[config.mk]
export PLATFORM = sky130hd
export DESIGN_NAME = mem_access_ctrl
export DESIGN_NICKNAME = d
export VERILOG_FILES = /design/src/rtl/mem_access_ctrl.sv
export SDC_FILE = /design/constraint.sdc
export NUM_CORES = 1
export LEC_CHECK = 0
export ABC_AREA = 1
export CORE_MARGIN = 1
export CORE_UTILIZATION = 44
export CTS_BUF_LIST = sky130_fd_sc_hd__clkbuf_16
export CTS_CLUSTER_DIAMETER = 200
export CTS_CLUSTER_SIZE = 30
export DETAILED_ROUTE_END_ITERATION = 8
export GPL_ROUTABILITY_DRIVEN = 0
export PLACE_DENSITY = 0.85
export SETUP_SLACK_MARGIN = 0.1
export SLEW_MARGIN = 20
export SYNTH_ARGS = -nofsm -noshare
export SYNTH_HDL_FRONTEND = slang
export SYNTH_SLANG_ARGS = --single-unit
[constraint.sdc]
create_clock -name clk -period 3.55 [get_ports clk]
set_input_delay 0.71 -clock clk [delete_from_list [all_inputs] [get_ports clk]]
set_output_delay 0.71 -clock clk [all_outputs]
set_load 0.01 [all_outputs]
[src/rtl/mem_access_ctrl.sv]
// mem_access_ctrl: valid/ready front end that decodes a 16-bit CPU byte address against a RAM window
// and drives a single-port block RAM. Optional macro MEM_ACCESS_CTRL_RD_REG_EN adds a read stage for RAMs with DO_REG=1.
module mem_access_ctrl #(
    parameter int                    DATA_WIDTH = 8,
    parameter int                    ADDR_WIDTH = 12,
    parameter logic [15:0]           BASE_ADDR  = 16'h0000,
    parameter logic [DATA_WIDTH-1:0] FILL_DATA  = 8'hFF
) (
    input  logic                  clk,
    input  logic                  resetn,
    input  logic                  req_valid,
    output logic                  req_ready,
    input  logic                  req_we,
    input  logic [15:0]           req_addr,
    input  logic [DATA_WIDTH-1:0] req_wdata,
    output logic                  rsp_valid,
    input  logic                  rsp_ready,
    output logic [DATA_WIDTH-1:0] rsp_rdata,
    output logic                  rsp_err,
    output logic                  mem_rd_enable,
    output logic [3:0]            mem_wr_enable,
    output logic [ADDR_WIDTH-1:0] mem_addr,
    output logic [DATA_WIDTH-1:0] mem_wr_data,
    input  logic [DATA_WIDTH-1:0] mem_rd_data
);

    // Bits of the CPU address that select a RAM word; the remaining upper bits select the window.
    localparam logic [15:0] WIN_MASK = 16'((32'd1 << ADDR_WIDTH) - 32'd1);

    generate
        if ((ADDR_WIDTH < 1) || (ADDR_WIDTH > 16)) begin : g_bad_addr_width
            $error("mem_access_ctrl: ADDR_WIDTH must be in 1..16");
        end
        if ((BASE_ADDR & WIN_MASK) != 16'h0000) begin : g_bad_base_addr
            $error("mem_access_ctrl: BASE_ADDR must be aligned to the window size");
        end
    endgenerate

    typedef enum logic [2:0] {
        ST_IDLE  = 3'd0,
        ST_ISSUE = 3'd1,
        ST_WAIT  = 3'd2,
`ifdef MEM_ACCESS_CTRL_RD_REG_EN
        ST_WAIT2 = 3'd3,
`endif
        ST_RESP  = 3'd4
    } state_t;

    state_t                  state_r, state_nxt_s;
    logic                    we_r, we_nxt_s;
    logic                    req_ready_r, req_ready_nxt_s;
    logic                    rsp_valid_r, rsp_valid_nxt_s;
    logic [DATA_WIDTH-1:0]   rsp_rdata_r, rsp_rdata_nxt_s;
    logic                    rsp_err_r, rsp_err_nxt_s;
    logic                    mem_rd_enable_r, mem_rd_enable_nxt_s;
    logic [3:0]              mem_wr_enable_r, mem_wr_enable_nxt_s;
    logic [ADDR_WIDTH-1:0]   mem_addr_r, mem_addr_nxt_s;
    logic [DATA_WIDTH-1:0]   mem_wr_data_r, mem_wr_data_nxt_s;
    logic                    accept_s;
    logic                    hit_s;

    assign accept_s = req_valid && req_ready_r;
    assign hit_s    = ((req_addr & ~WIN_MASK) == (BASE_ADDR & ~WIN_MASK));

    // Next-state and next-output decode; every output is computed here and registered below.
    always_comb begin
        state_nxt_s         = state_r;
        we_nxt_s            = we_r;
        rsp_valid_nxt_s     = rsp_valid_r;
        rsp_rdata_nxt_s     = rsp_rdata_r;
        rsp_err_nxt_s       = rsp_err_r;
        mem_rd_enable_nxt_s = 1'b0;
        mem_wr_enable_nxt_s = 4'h0;
        mem_addr_nxt_s      = mem_addr_r;
        mem_wr_data_nxt_s   = mem_wr_data_r;

        case (state_r)
            ST_IDLE: begin
                if (accept_s) begin
                    we_nxt_s = req_we;
                    if (hit_s) begin
                        state_nxt_s       = ST_ISSUE;
                        rsp_err_nxt_s     = 1'b0;
                        mem_addr_nxt_s    = req_addr[ADDR_WIDTH-1:0];
                        mem_wr_data_nxt_s = req_wdata;
                        if (req_we) begin
                            mem_wr_enable_nxt_s = 4'hF;
                        end else begin
                            mem_rd_enable_nxt_s = 1'b1;
                        end
                    end else begin
                        // Misses are answered directly and leave the RAM port untouched.
                        state_nxt_s     = ST_RESP;
                        rsp_valid_nxt_s = 1'b1;
                        rsp_err_nxt_s   = 1'b1;
                        rsp_rdata_nxt_s = req_we ? {DATA_WIDTH{1'b0}} : FILL_DATA;
                    end
                end else begin
                    state_nxt_s = ST_IDLE;
                end
            end
            ST_ISSUE: begin
                if (we_r) begin
                    state_nxt_s     = ST_RESP;
                    rsp_valid_nxt_s = 1'b1;
                    rsp_rdata_nxt_s = {DATA_WIDTH{1'b0}};
                end else begin
                    state_nxt_s = ST_WAIT;
                end
            end
`ifdef MEM_ACCESS_CTRL_RD_REG_EN
            ST_WAIT: begin
                state_nxt_s = ST_WAIT2;
            end
            ST_WAIT2: begin
                state_nxt_s     = ST_RESP;
                rsp_valid_nxt_s = 1'b1;
                rsp_rdata_nxt_s = mem_rd_data;
            end
`else
            ST_WAIT: begin
                state_nxt_s     = ST_RESP;
                rsp_valid_nxt_s = 1'b1;
                rsp_rdata_nxt_s = mem_rd_data;
            end
`endif
            ST_RESP: begin
                if (rsp_ready) begin
                    state_nxt_s     = ST_IDLE;
                    rsp_valid_nxt_s = 1'b0;
                end else begin
                    state_nxt_s = ST_RESP;
                end
            end
            default: begin
                state_nxt_s     = ST_IDLE;
                rsp_valid_nxt_s = 1'b0;
            end
        endcase

        req_ready_nxt_s = (state_nxt_s == ST_IDLE);
    end

    // State and output registers; reset discards any in-flight access and pending response.
    always_ff @(posedge clk or negedge resetn) begin
        if (!resetn) begin
            state_r         <= ST_IDLE;
            we_r            <= 1'b0;
            req_ready_r     <= 1'b1;
            rsp_valid_r     <= 1'b0;
            rsp_rdata_r     <= {DATA_WIDTH{1'b0}};
            rsp_err_r       <= 1'b0;
            mem_rd_enable_r <= 1'b0;
            mem_wr_enable_r <= 4'h0;
            mem_addr_r      <= {ADDR_WIDTH{1'b0}};
            mem_wr_data_r   <= {DATA_WIDTH{1'b0}};
        end else begin
            state_r         <= state_nxt_s;
            we_r            <= we_nxt_s;
            req_ready_r     <= req_ready_nxt_s;
            rsp_valid_r     <= rsp_valid_nxt_s;
            rsp_rdata_r     <= rsp_rdata_nxt_s;
            rsp_err_r       <= rsp_err_nxt_s;
            mem_rd_enable_r <= mem_rd_enable_nxt_s;
            mem_wr_enable_r <= mem_wr_enable_nxt_s;
            mem_addr_r      <= mem_addr_nxt_s;
            mem_wr_data_r   <= mem_wr_data_nxt_s;
        end
    end

    assign req_ready     = req_ready_r;
    assign rsp_valid     = rsp_valid_r;
    assign rsp_rdata     = rsp_rdata_r;
    assign rsp_err       = rsp_err_r;
    assign mem_rd_enable = mem_rd_enable_r;
    assign mem_wr_enable = mem_wr_enable_r;
    assign mem_addr      = mem_addr_r;
    assign mem_wr_data   = mem_wr_data_r;

endmodule

Yosys cells after proc, flatten, opt, wreduce, memory -nomap -nowiden --
Cells that the tools add are included.
Cells by class: reductions and logical operators 9, equal/unequal tests 7, multiplexer cells 24
Operators by type and width (count):
- $mux 8 | 4
- $pmux 8 s3 | 1
- $logic_not 16->1 | 1
- $mux 4 | 4
- $mux 3 | 4
- $pmux 3 s4 | 1
- $mux 1 | 9
- $ne 2x2->1 const B | 4
- $reduce_and 4->1 | 2
- $logic_not 3->1 | 2
- $pmux 1 s4 | 1
- $eq 3x1->1 const B | 1
- $eq 3x2->1 const B | 1
- $eq 3x3->1 const B | 1
- $reduce_and 3->1 | 1
- $reduce_bool 3->1 | 1
- $reduce_and 2->1 | 1
- $logic_and 1x1->1 | 1
Word-level totals: register bits 40, word-level logic and storage cells 50, bits of input ports 37, output and inout port bits 36

Longest topological paths before layout --
Gate-level depths: netlist of the first run.
depth in word-level cells 5, mapped depth 8, depth with buffers taken out 7

Least setup slack after synthesis of the first run --
No wires, ideal clock.
kind input port to flip-flop, start point in req_valid, end point reg rsp_err_r (netlist: rsp_err), setup time 0.119 ns, stages on the path 5, buffers on the path 1, setup slack 2.090 ns, data required time 3.431 ns, arrival time 1.341 ns, cells stage by stage nand2_1 nor2_8 nand2_4 buf_2 o21a_1
On the way: longest elaborated chain between the ends 2
RTL lines:
- start: declaration | line 11 | input logic req_valid,
- $logic_and 1x1->1 | line 62 | assign accept_s = req_valid && req_ready_r;
- $reduce_and 2->1 (no line)
- end signal: assignment | line 163 | rsp_err_r <= rsp_err_nxt_s;
- end: declaration | line 54 | logic rsp_err_r, rsp_err_nxt_s;
Every way passes these cells. A chain may end at the register's enable or synchronous reset.

Worst setup path after layout of the first run --
start point reg req_ready_r (netlist: req_ready), end point out req_ready
RTL lines:
- start: declaration | line 51 | logic req_ready_r, req_ready_nxt_s;
- start signal: assignment | line 160 | req_ready_r <= req_ready_nxt_s;
- end: declaration | line 12 | output logic req_ready,
No word-level cell between the ends.

==> results of run 1 <==
-- worst paths after layout --
path / startpoint / end / slack (ps) / cells past startpoint
max: req_ready / req_ready / 1520 / 1
min reg2reg: rsp_rdata[4] / rsp_rdata[4] / 470 / 2
min: rsp_rdata[4] / rsp_rdata[4] / 470 / 2
max in group asynchronous: resetn / mem_addr[4] / 2530 / 1
min in group asynchronous: resetn / rsp_valid / 520 / 1
max reg2reg: req_ready / mem_wr_data[7] / 1970 / 6
-- cells by family after synthesis --
kind of cell | after synthesis
flops | 37
simple gates | 133
compound gates | 4
buf+inv | 20
-- layout make-up --
cell class | instances | share of cell area [%]
clock buffer | 5 | 5.05
tap | 46 | 2.32
inverter | 13 | 1.97
clock inverter | 3 | 0.555
sequential | 37 | 37.4
multi-input combinational | 137 | 23.9
timing repair buffer | 72 | 28.9
-- synthesized netlist by cell type --
| library cell | count |
|---|---|
| nor2_4 | 2 |
| nand3_1 | 13 |
| dfrtp_1 | 36 |
| dfstp_2 | 1 |
| buf_4 | 3 |
| o21ai_0 | 3 |
| nand2_4 | 3 |
| o21a_1 | 1 |
| buf_6 | 2 |
| inv_1 | 11 |
| nor2_8 | 1 |
| nand2_1 | 104 |
| inv_2 | 2 |
| buf_2 | 2 |
| nor2_1 | 10 |
-- metal layers --
layer | up-vias | part of all wire (%)
met4 | 0 | 0.59
met2 | 58 | 52
li1 | 731 | -
met1 | 660 | 40
met5 | - | 0
met3 | 6 | 7.5
-- registers in the layout (all words and copies together), names as in the netlist --
| name | count |
|---|---|
| mem_addr | 12 |
| mem_rd_enable | 1 |
| mem_wr_data | 8 |
| mem_wr_enable | 1 |
| req_ready | 1 |
| rsp_err | 1 |
| rsp_rdata | 8 |
| rsp_valid | 1 |
| state_r | 3 |
| we_r | 1 |
-- where the power goes --
part | total [mW] | internal (mW) | switching [mW]
logic | 0.810 | 0.432 | 0.378
registers | 0.703 | 0.605 | 0.0986
clock network | 0.408 | 0.254 | 0.154
total | 1.92 | 1.29 | 0.630
-- through the flow --
step | util, % | instances
CTS | 72.0 | 313
finish | 72.0 | 313
detailed placement | 68.0 | 305
floorplan | - | 194
global placement | 68.0 | 305
global route | 72.0 | 313
==> impl_metrics.env, run 1 <==
export IMPL_status="complete, no violations"
export IMPL_areaGrowthSynthToFinish_pct=52.8
export IMPL_skew_ps=2.32
export IMPL_dieHeight_um=62.7
export IMPL_core_area_um2=3440
export IMPL_grt_max_degree=38
export IMPL_cp_slowest_cell="clkdlybuf4s50_1"
export IMPL_synthMuxAreaShare_pct=0
export IMPL_yosys_area_share_simple_pct=35.1
export IMPL_grt_pass1_wl_um=6030
export IMPL_peakVddDrop_mv=0.462
export IMPL_syn_instance_count=194
export IMPL_dieArea_um2=3940
export IMPL_max_slew_margin_pct=47.4
export IMPL_initial_utilization_pct=47.1
export IMPL_synth_top_family_by_area="simple AND/OR/NAND/NOR gates"
export IMPL_rows=21
export IMPL_yosysTopAreaCell="dfrtp_1"
export IMPL_end_kind="output pin"
export IMPL_grt_pass1_vias=1413
export IMPL_ys_types=15
export IMPL_path_cells="clkdlybuf4s50_1"
export IMPL_worstHoldPathType="flip-flop to flip-flop"
export IMPL_dp_hpwl_um=2540
export IMPL_cp_slowest_stage_delay_ps=530
export IMPL_multi_input_area_um2=592
export IMPL_root_buffer="clkbuf_16"
export IMPL_gr_max_usage_layer="met2"
export IMPL_finalSetupViolCount=0
export IMPL_fillers=262
export IMPL_crit_type="flip-flop to output pin"
export IMPL_hold_slack_ps=466
export IMPL_tns_ps=0
export IMPL_first_iter_violations=98
export IMPL_use_met1_pct=20.7
export IMPL_final_cell_mix="nand2_1, clkdlybuf4s50_1, dfrtp_1, nand3_1, inv_1"
export IMPL_post_cts_resized=0
export IMPL_grt_antenna_before_repair=0
export IMPL_cts_made_buffers=5
export IMPL_fmax_ghz=0.492
export IMPL_wl_um=3540
export IMPL_cts_buffer_depth=2
export IMPL_syn_area_per_cell_um2=8.36
export IMPL_routedWlPerCell_um=11.3
export IMPL_stdcell_area_um2=2480
export IMPL_yosys_area_share_adder_pct=0
export IMPL_clk_latency_ps=270
export IMPL_numPortBuffers=72
export IMPL_pre_cts_slack_ps=1290
export IMPL_ant_nets=0
export IMPL_hold_buffers=0
export IMPL_cts_sinks=37
export IMPL_synth_area_top_cells="dfrtp_1, nand2_1, nand3_1"
export IMPL_use_met2_pct=35.7
export IMPL_arrival_ps=1320
export IMPL_synth_compound_area_share_pct=1.39
export IMPL_htree_num_levels=2
export IMPL_drt_first_pass_iters=4
export IMPL_rsz0062_at_grt="false"
export IMPL_hold_viol_final=0
export IMPL_vias_per_cell=4.65
export IMPL_synth_top_cell_area_share_pct=55.5
export IMPL_post_route_min_period_ps=2030
export IMPL_synthXorXnorAreaFrac_pct=0
export IMPL_n_antenna_cell=0
export IMPL_nets=303
export IMPL_dpl_cell_area_um2=2340
export IMPL_design_power_total_mw=1.92
export IMPL_seq_area_frac_synth_pct=57.1
export IMPL_critPathLaunchType="flip-flop"
export IMPL_syn_cell_area_um2=1620
export IMPL_crit_fanout=2
export IMPL_drive_above_1_share_pct=6.37
export IMPL_met3_usage_pct=7.85
export IMPL_synth_nets=231
export IMPL_final_common_cell="nand2_1"
export IMPL_overflow=0
export IMPL_path_delay_family="buffers and inverters"
export IMPL_period_share_pct=57.2
export IMPL_vias=1455
export IMPL_setup_slack_ps=1520
export IMPL_power_density_nw_per_um2=775
export IMPL_slew_violations=0
export IMPL_ys_ff_latch=37
export IMPL_clk_pin_slew_worst_paths_ps=50
export IMPL_worst_slew_pin_slew_ps=789
export IMPL_worst_path_buf_inv=1
export IMPL_cts_tree="built"
export IMPL_yosys_warnings=0
export IMPL_drc=0
export IMPL_post_cts_buffers=0
export IMPL_num_io_pins=73
export IMPL_drv_cap=0
export IMPL_seq_area_um2=927
export IMPL_grt_usage_pct=19.7
export IMPL_crit_required_ps=2840
export IMPL_die_w_um=62.7
export IMPL_leakagePower_nw=1.28
Power figures use the tool's default switching activity.
==> run 2, diff against run 1 <==
--- a/config.mk
+++ b/config.mk
@@ -7,13 +7,13 @@
 export LEC_CHECK = 0
 export ABC_AREA = 1
 export CORE_MARGIN = 1
-export CORE_UTILIZATION = 44
+export CORE_UTILIZATION = 41
 export CTS_BUF_LIST = sky130_fd_sc_hd__clkbuf_16
 export CTS_CLUSTER_DIAMETER = 200
 export CTS_CLUSTER_SIZE = 30
 export DETAILED_ROUTE_END_ITERATION = 8
 export GPL_ROUTABILITY_DRIVEN = 0
-export PLACE_DENSITY = 0.85
+export PLACE_DENSITY = 0.8
 export SETUP_SLACK_MARGIN = 0.1
 export SLEW_MARGIN = 20
 export SYNTH_ARGS = -nofsm -noshare
==> constraint.sdc (replaced) <==
create_clock -name clk -period 1.9 [get_ports clk]
set_input_delay 0.38 -clock clk [delete_from_list [all_inputs] [get_ports clk]]
set_output_delay 0.38 -clock clk [all_outputs]
set_load 0.01 [all_outputs]
==> run 2 against run 1 <==
Critical path depth stayed put. Global-route usage is 2.2 points lower. Sequential power up 86%. Combinational power increased by 85%. Clock power up 85%. Sequential cell count did not move. First-iteration DRC count is 18% lower. Non-clock buffer count grew 2. Cell area up 1.2%.
==> impl_metrics.env, run 2 (synthesis gave the netlist of run 1 again) <==
export IMPL_status="complete, no violations"
export IMPL_nets=305
export IMPL_path_cells="clkdlybuf4s50_1"
export IMPL_crit_required_ps=1520
export IMPL_dieArea_um2=4210
export IMPL_drt_first_pass_iters=4
export IMPL_htree_num_levels=2
export IMPL_cts_buffer_depth=2
export IMPL_stdcell_area_um2=2510
export IMPL_multi_input_area_um2=592
export IMPL_tns_ps=0
export IMPL_dp_cells=309
export IMPL_leakagePower_nw=1.28
export IMPL_cts_made_buffers=5
export IMPL_dpl_cell_area_um2=2370
export IMPL_crit_fanout=2
export IMPL_areaGrowthSynthToFinish_pct=54.6
export IMPL_final_common_cell="nand2_1"
export IMPL_cp_slowest_stage_delay_ps=530
export IMPL_crit_type="flip-flop to output pin"
export IMPL_hold_viol_final=0
export IMPL_arrival_ps=1320
export IMPL_power_frac_clock_pct=21.2
export IMPL_cts_tree="built"
export IMPL_swShare_pct=32.2
export IMPL_dp_hpwl_um=2400
export IMPL_core_area_um2=3720
export IMPL_fmax_ghz=0.588
export IMPL_hold_buffers=0
export IMPL_grt_pass1_wl_um=5590
export IMPL_ant_nets=0
export IMPL_initial_utilization_pct=43.7
export IMPL_end_kind="output pin"
export IMPL_critPathLaunchType="flip-flop"
export IMPL_clk_pin_slew_worst_paths_ps=50
export IMPL_period_share_pct=89.6
export IMPL_seqPwrFrac_pct=36.8
export IMPL_vias_per_cell=4.51
export IMPL_numPortBuffers=72
export IMPL_seq_area_um2=927
export IMPL_overflow=0
export IMPL_fillers=315
export IMPL_clk_latency_ps=270
export IMPL_dieHeight_um=64.9
export IMPL_finalSetupViolCount=0
export IMPL_cp_slowest_cell="clkdlybuf4s50_1"
export IMPL_cts_sinks=37
export IMPL_worstHoldPathType="input pin to asynchronous set/reset pin"
export IMPL_vias=1430
export IMPL_wl_um=3350
export IMPL_die_w_um=64.9
export IMPL_rsz0062_at_grt="false"
export IMPL_root_buffer="clkbuf_16"
export IMPL_grt_usage_pct=17.5
export IMPL_drive_above_1_share_pct=6.69
export IMPL_routedWlPerCell_um=10.6
export IMPL_drv_cap=0
export IMPL_worst_path_buf_inv=1
export IMPL_peakVddDrop_mv=0.673
export IMPL_slew_violations=0
export IMPL_grt_pass1_vias=1337
export IMPL_combinationalPowerShare_pct=42.1
export IMPL_p_int_mw=2.41
export IMPL_n_antenna_cell=0
export IMPL_post_cts_buffers=0
export IMPL_final_cell_mix="nand2_1, clkdlybuf4s50_1, dfrtp_1, nand3_1, inv_1"
export IMPL_netSwitchingPower_mw=1.14
export IMPL_skew_ps=1.72
export IMPL_fin_cells=317
export IMPL_post_cts_resized=0
export IMPL_hold_slack_ps=66.9
export IMPL_power_density_nw_per_um2=1420
export IMPL_post_route_min_period_ps=1700
export IMPL_largest_reg_flops=12
export IMPL_first_iter_violations=80
export IMPL_worst_slew_pin_slew_ps=309
export IMPL_num_io_pins=73
export IMPL_rows=22
export IMPL_path_delay_family="buffers and inverters"
export IMPL_grt_max_degree=38
export IMPL_grt_antenna_before_repair=0
export IMPL_drc=0
export IMPL_max_slew_margin_pct=79.2
==> run 2: changes by cell type in the layout (fill, tap and decap cells not counted), sizes merged <==
cell and delta:
clkinv +1, inv -1, buf +2
==> run 2: final cells by class <==
type,instances,area share [%]
clock buffers,5,4.99
clock inverters,3,0.499
inverters,13,1.95
multi-input cells,137,23.6
flip-flops and latches,37,37.0
well taps,48,2.39
repair buffers,74,29.6
==> run 2: worst paths after layout <==
path | from | end | slack (ps) | cells after the start
max | req_ready | req_ready | 200 | 1
min | resetn | rsp_rdata[0] | 70 | 2
max reg2reg | req_ready | mem_wr_data[6] | 440 | 6
min reg2reg | rsp_rdata[0] | rsp_rdata[0] | 470 | 2
max in group asynchronous | resetn | req_ready | 1590 | 2
min in group clk | rsp_rdata[0] | rsp_rdata[0] | 470 | 2
==> run 2: power by group through the flow <==
stage	Clock, mW	Sequential (mW)	Combinational (mW)
6_report	0.753	1.31	1.50
5_1_grt	0.803	1.35	1.65
4_1_cts	0.773	1.31	1.52
3_5_place_dp	0	1.31	1.51
3_3_place_gp	0	1.32	1.49
2_1_floorplan	0	1.45	0.557
==> run 2: through the flow <==
step,total power [mW],setup slack (ps),utilization [%]
after floorplan,2.01,601,-
after global placement,2.81,154,63.8
after detailed placement,2.82,117,63.8
after CTS,3.61,191,67.5
after global routing,3.80,166,67.5
final,3.56,198,67.5
==> run 2: routing by layer <==
layer / GRT usage [%] / wire (µm) / vias to the layer above / share of wire, %
li1: - / - / 729 / -
met1: 19.7 / 1400 / 644 / 42
met2: 30.9 / 1650 / 52 / 49
met3: 5.11 / 269 / 5 / 8.0
met4: 6.67 / 35 / 0 / 1.0
met5: 0 / 0 / - / 0
==> run 3, diff against run 2 <==
--- a/config.mk
+++ b/config.mk
@@ -6,14 +6,14 @@
 export NUM_CORES = 1
 export LEC_CHECK = 0
 export ABC_AREA = 1
-export CORE_MARGIN = 1
-export CORE_UTILIZATION = 41
+export CORE_UTILIZATION = 44
 export CTS_BUF_LIST = sky130_fd_sc_hd__clkbuf_16
 export CTS_CLUSTER_DIAMETER = 200
 export CTS_CLUSTER_SIZE = 30
 export DETAILED_ROUTE_END_ITERATION = 8
 export GPL_ROUTABILITY_DRIVEN = 0
-export PLACE_DENSITY = 0.8
+export GPL_TIMING_DRIVEN = 0
+export PLACE_DENSITY = 0.85
 export SETUP_SLACK_MARGIN = 0.1
 export SLEW_MARGIN = 20
 export SYNTH_ARGS = -nofsm -noshare
==> constraint.sdc (replaced) <==
create_clock -name clk -period 2.2 [get_ports clk]
set_input_delay 0.44 -clock clk [delete_from_list [all_inputs] [get_ports clk]]
set_output_delay 0.44 -clock clk [all_outputs]
set_load 0.01 [all_outputs]
==> run 3 against run 2 <==
Worst hold slack better by 34 ps. Cell area grew 3.1%. Clock skew grew 1.1 ps. Sequential power shrank 14%. Critical path depth unchanged. Combinational power is 13% lower. Worst setup slack gained 240 ps. Clock-buffer cell count unchanged. Register-to-register slack gained 370 ps. Non-clock buffer count rose by 6. First-iteration DRC count decreased by 15%.
==> impl_metrics.env, run 3 (synthesis gave the netlist of run 1 again) <==
export IMPL_worst_slew_pin_slew_ps=429
export IMPL_stdcell_area_um2=2590
export IMPL_r2r_start="req_ready"
export IMPL_routedWlPerCell_um=11.0
export IMPL_num_io_pins=73
export IMPL_vias=1445
export IMPL_status="complete, no violations"
export IMPL_post_cts_buffers=0
export IMPL_rows=21
export IMPL_first_iter_violations=68
export IMPL_pre_cts_slack_ps=429
export IMPL_drv_cap=0
export IMPL_seq_area_um2=927
export IMPL_dpl_cell_area_um2=2420
export IMPL_numPortBuffers=72
export IMPL_skew_ps=2.87
export IMPL_path_delay_family="flip-flops"
export IMPL_cts_sinks=37
export IMPL_root_buffer="clkbuf_16"
export IMPL_die_w_um=62.7
export IMPL_regToRegEndpoint="mem_wr_data[2]"
export IMPL_cts_tree="built"
export IMPL_fin_cells=321
export IMPL_setup_slack_ps=441
export IMPL_crit_type="flip-flop to output pin"
export IMPL_final_common_cell="nand2_1"
export IMPL_vias_per_cell=4.50
export IMPL_finalSetupViolCount=0
export IMPL_post_cts_resized=0
export IMPL_post_route_min_period_ps=1760
export IMPL_cp_slowest_cell="dfstp_2"
export IMPL_largest_reg_flops=12
export IMPL_dieArea_um2=3940
export IMPL_fmax_ghz=0.568
export IMPL_cts_made_buffers=5
export IMPL_end_kind="output pin"
export IMPL_fillers=241
export IMPL_crit_required_ps=1760
export IMPL_initial_utilization_pct=47.1
export IMPL_core_area_um2=3440
export IMPL_cts_buffer_depth=2
export IMPL_multi_input_area_um2=592
export IMPL_cp_slowest_stage_delay_ps=520
export IMPL_r2r_slack_ps=810
export IMPL_crit_fanout=2
export IMPL_drt_first_pass_iters=4
export IMPL_dp_hpwl_um=2580
export IMPL_arrival_ps=1320
export IMPL_final_cell_mix="nand2_1, clkdlybuf4s50_1, dfrtp_1, nand3_1, inv_1"
export IMPL_rsz0062_at_grt="false"
export IMPL_worstSetupPathDepth=1
export IMPL_grt_max_degree=22
export IMPL_grt_pass1_wl_um=6330
export IMPL_clk_pin_slew_worst_paths_ps=50
export IMPL_n_antenna_cell=0
export IMPL_leakagePower_nw=1.33
export IMPL_slew_violations=0
export IMPL_worstHoldPathType="input pin to asynchronous set/reset pin"
export IMPL_nets=311
export IMPL_grt_pass1_vias=1469
export IMPL_max_slew_margin_pct=71.4
export IMPL_htree_num_levels=2
export IMPL_ant_nets=0
export IMPL_dp_cells=313
export IMPL_drc=0
export IMPL_hold_viol_final=0
export IMPL_worst_path_buf_inv=1
export IMPL_path_cells="clkdlybuf4s50_1"
export IMPL_period_share_pct=80.0
export IMPL_overflow=0
export IMPL_critPathLaunchType="flip-flop"
export IMPL_areaGrowthSynthToFinish_pct=59.4
export IMPL_reg2regPathDepth=6
export IMPL_power_density_nw_per_um2=1240
export IMPL_clk_latency_ps=270
export IMPL_design_power_total_mw=3.21
export IMPL_dieHeight_um=62.7
export IMPL_drive_above_1_share_pct=8.73
export IMPL_hold_slack_ps=100
export IMPL_wl_um=3520
export IMPL_grt_antenna_before_repair=0
export IMPL_grt_usage_pct=20.6
export IMPL_peakVddDrop_mv=0.758
export IMPL_hold_buffers=0
==> run 3: routing by layer <==
metal | GRT usage (%) | routed length, µm | up-vias
li1 | - | - | 749
met1 | 23.6 | 1520 | 647
met2 | 35.9 | 1740 | 44
met3 | 6.02 | 214 | 5
met4 | 8.14 | 47 | 0
met5 | 0 | 0 | -
==> run 3: worst max path at each step <==
stage	from	end	slack, ps
after floorplan	req_ready	rsp_err	900
after global placement	resetn	mem_addr[0]	-140
after detailed placement	req_valid	mem_wr_data[2]	430
after CTS	req_ready	req_ready	430
after global routing	req_ready	req_ready	410
final	req_ready	req_ready	440
==> run 3: report_power, final <==
part	internal (mW)	switching (mW)
logic	0.705	0.605
clock network	0.526	0.250
registers	0.975	0.151
==> run 3: area by class of cell <==
type / count / share of cell area [%]
clock inverter: 3 / 1.45
clock buffer: 5 / 4.84
timing repair buffer: 73 / 28.7
sequential: 37 / 35.8
tap: 46 / 2.23
multi-input combinational: 137 / 22.9
inverter: 13 / 1.89
buffer: 7 / 2.13
==> run 3: stage by stage <==
stage	setup TNS, ps	utilization [%]
after floorplan	0	-
after global placement	-4920	69.8
after detailed placement	0	70.4
after CTS	0	75.1
after global routing	0	75.1
final	0	75.1
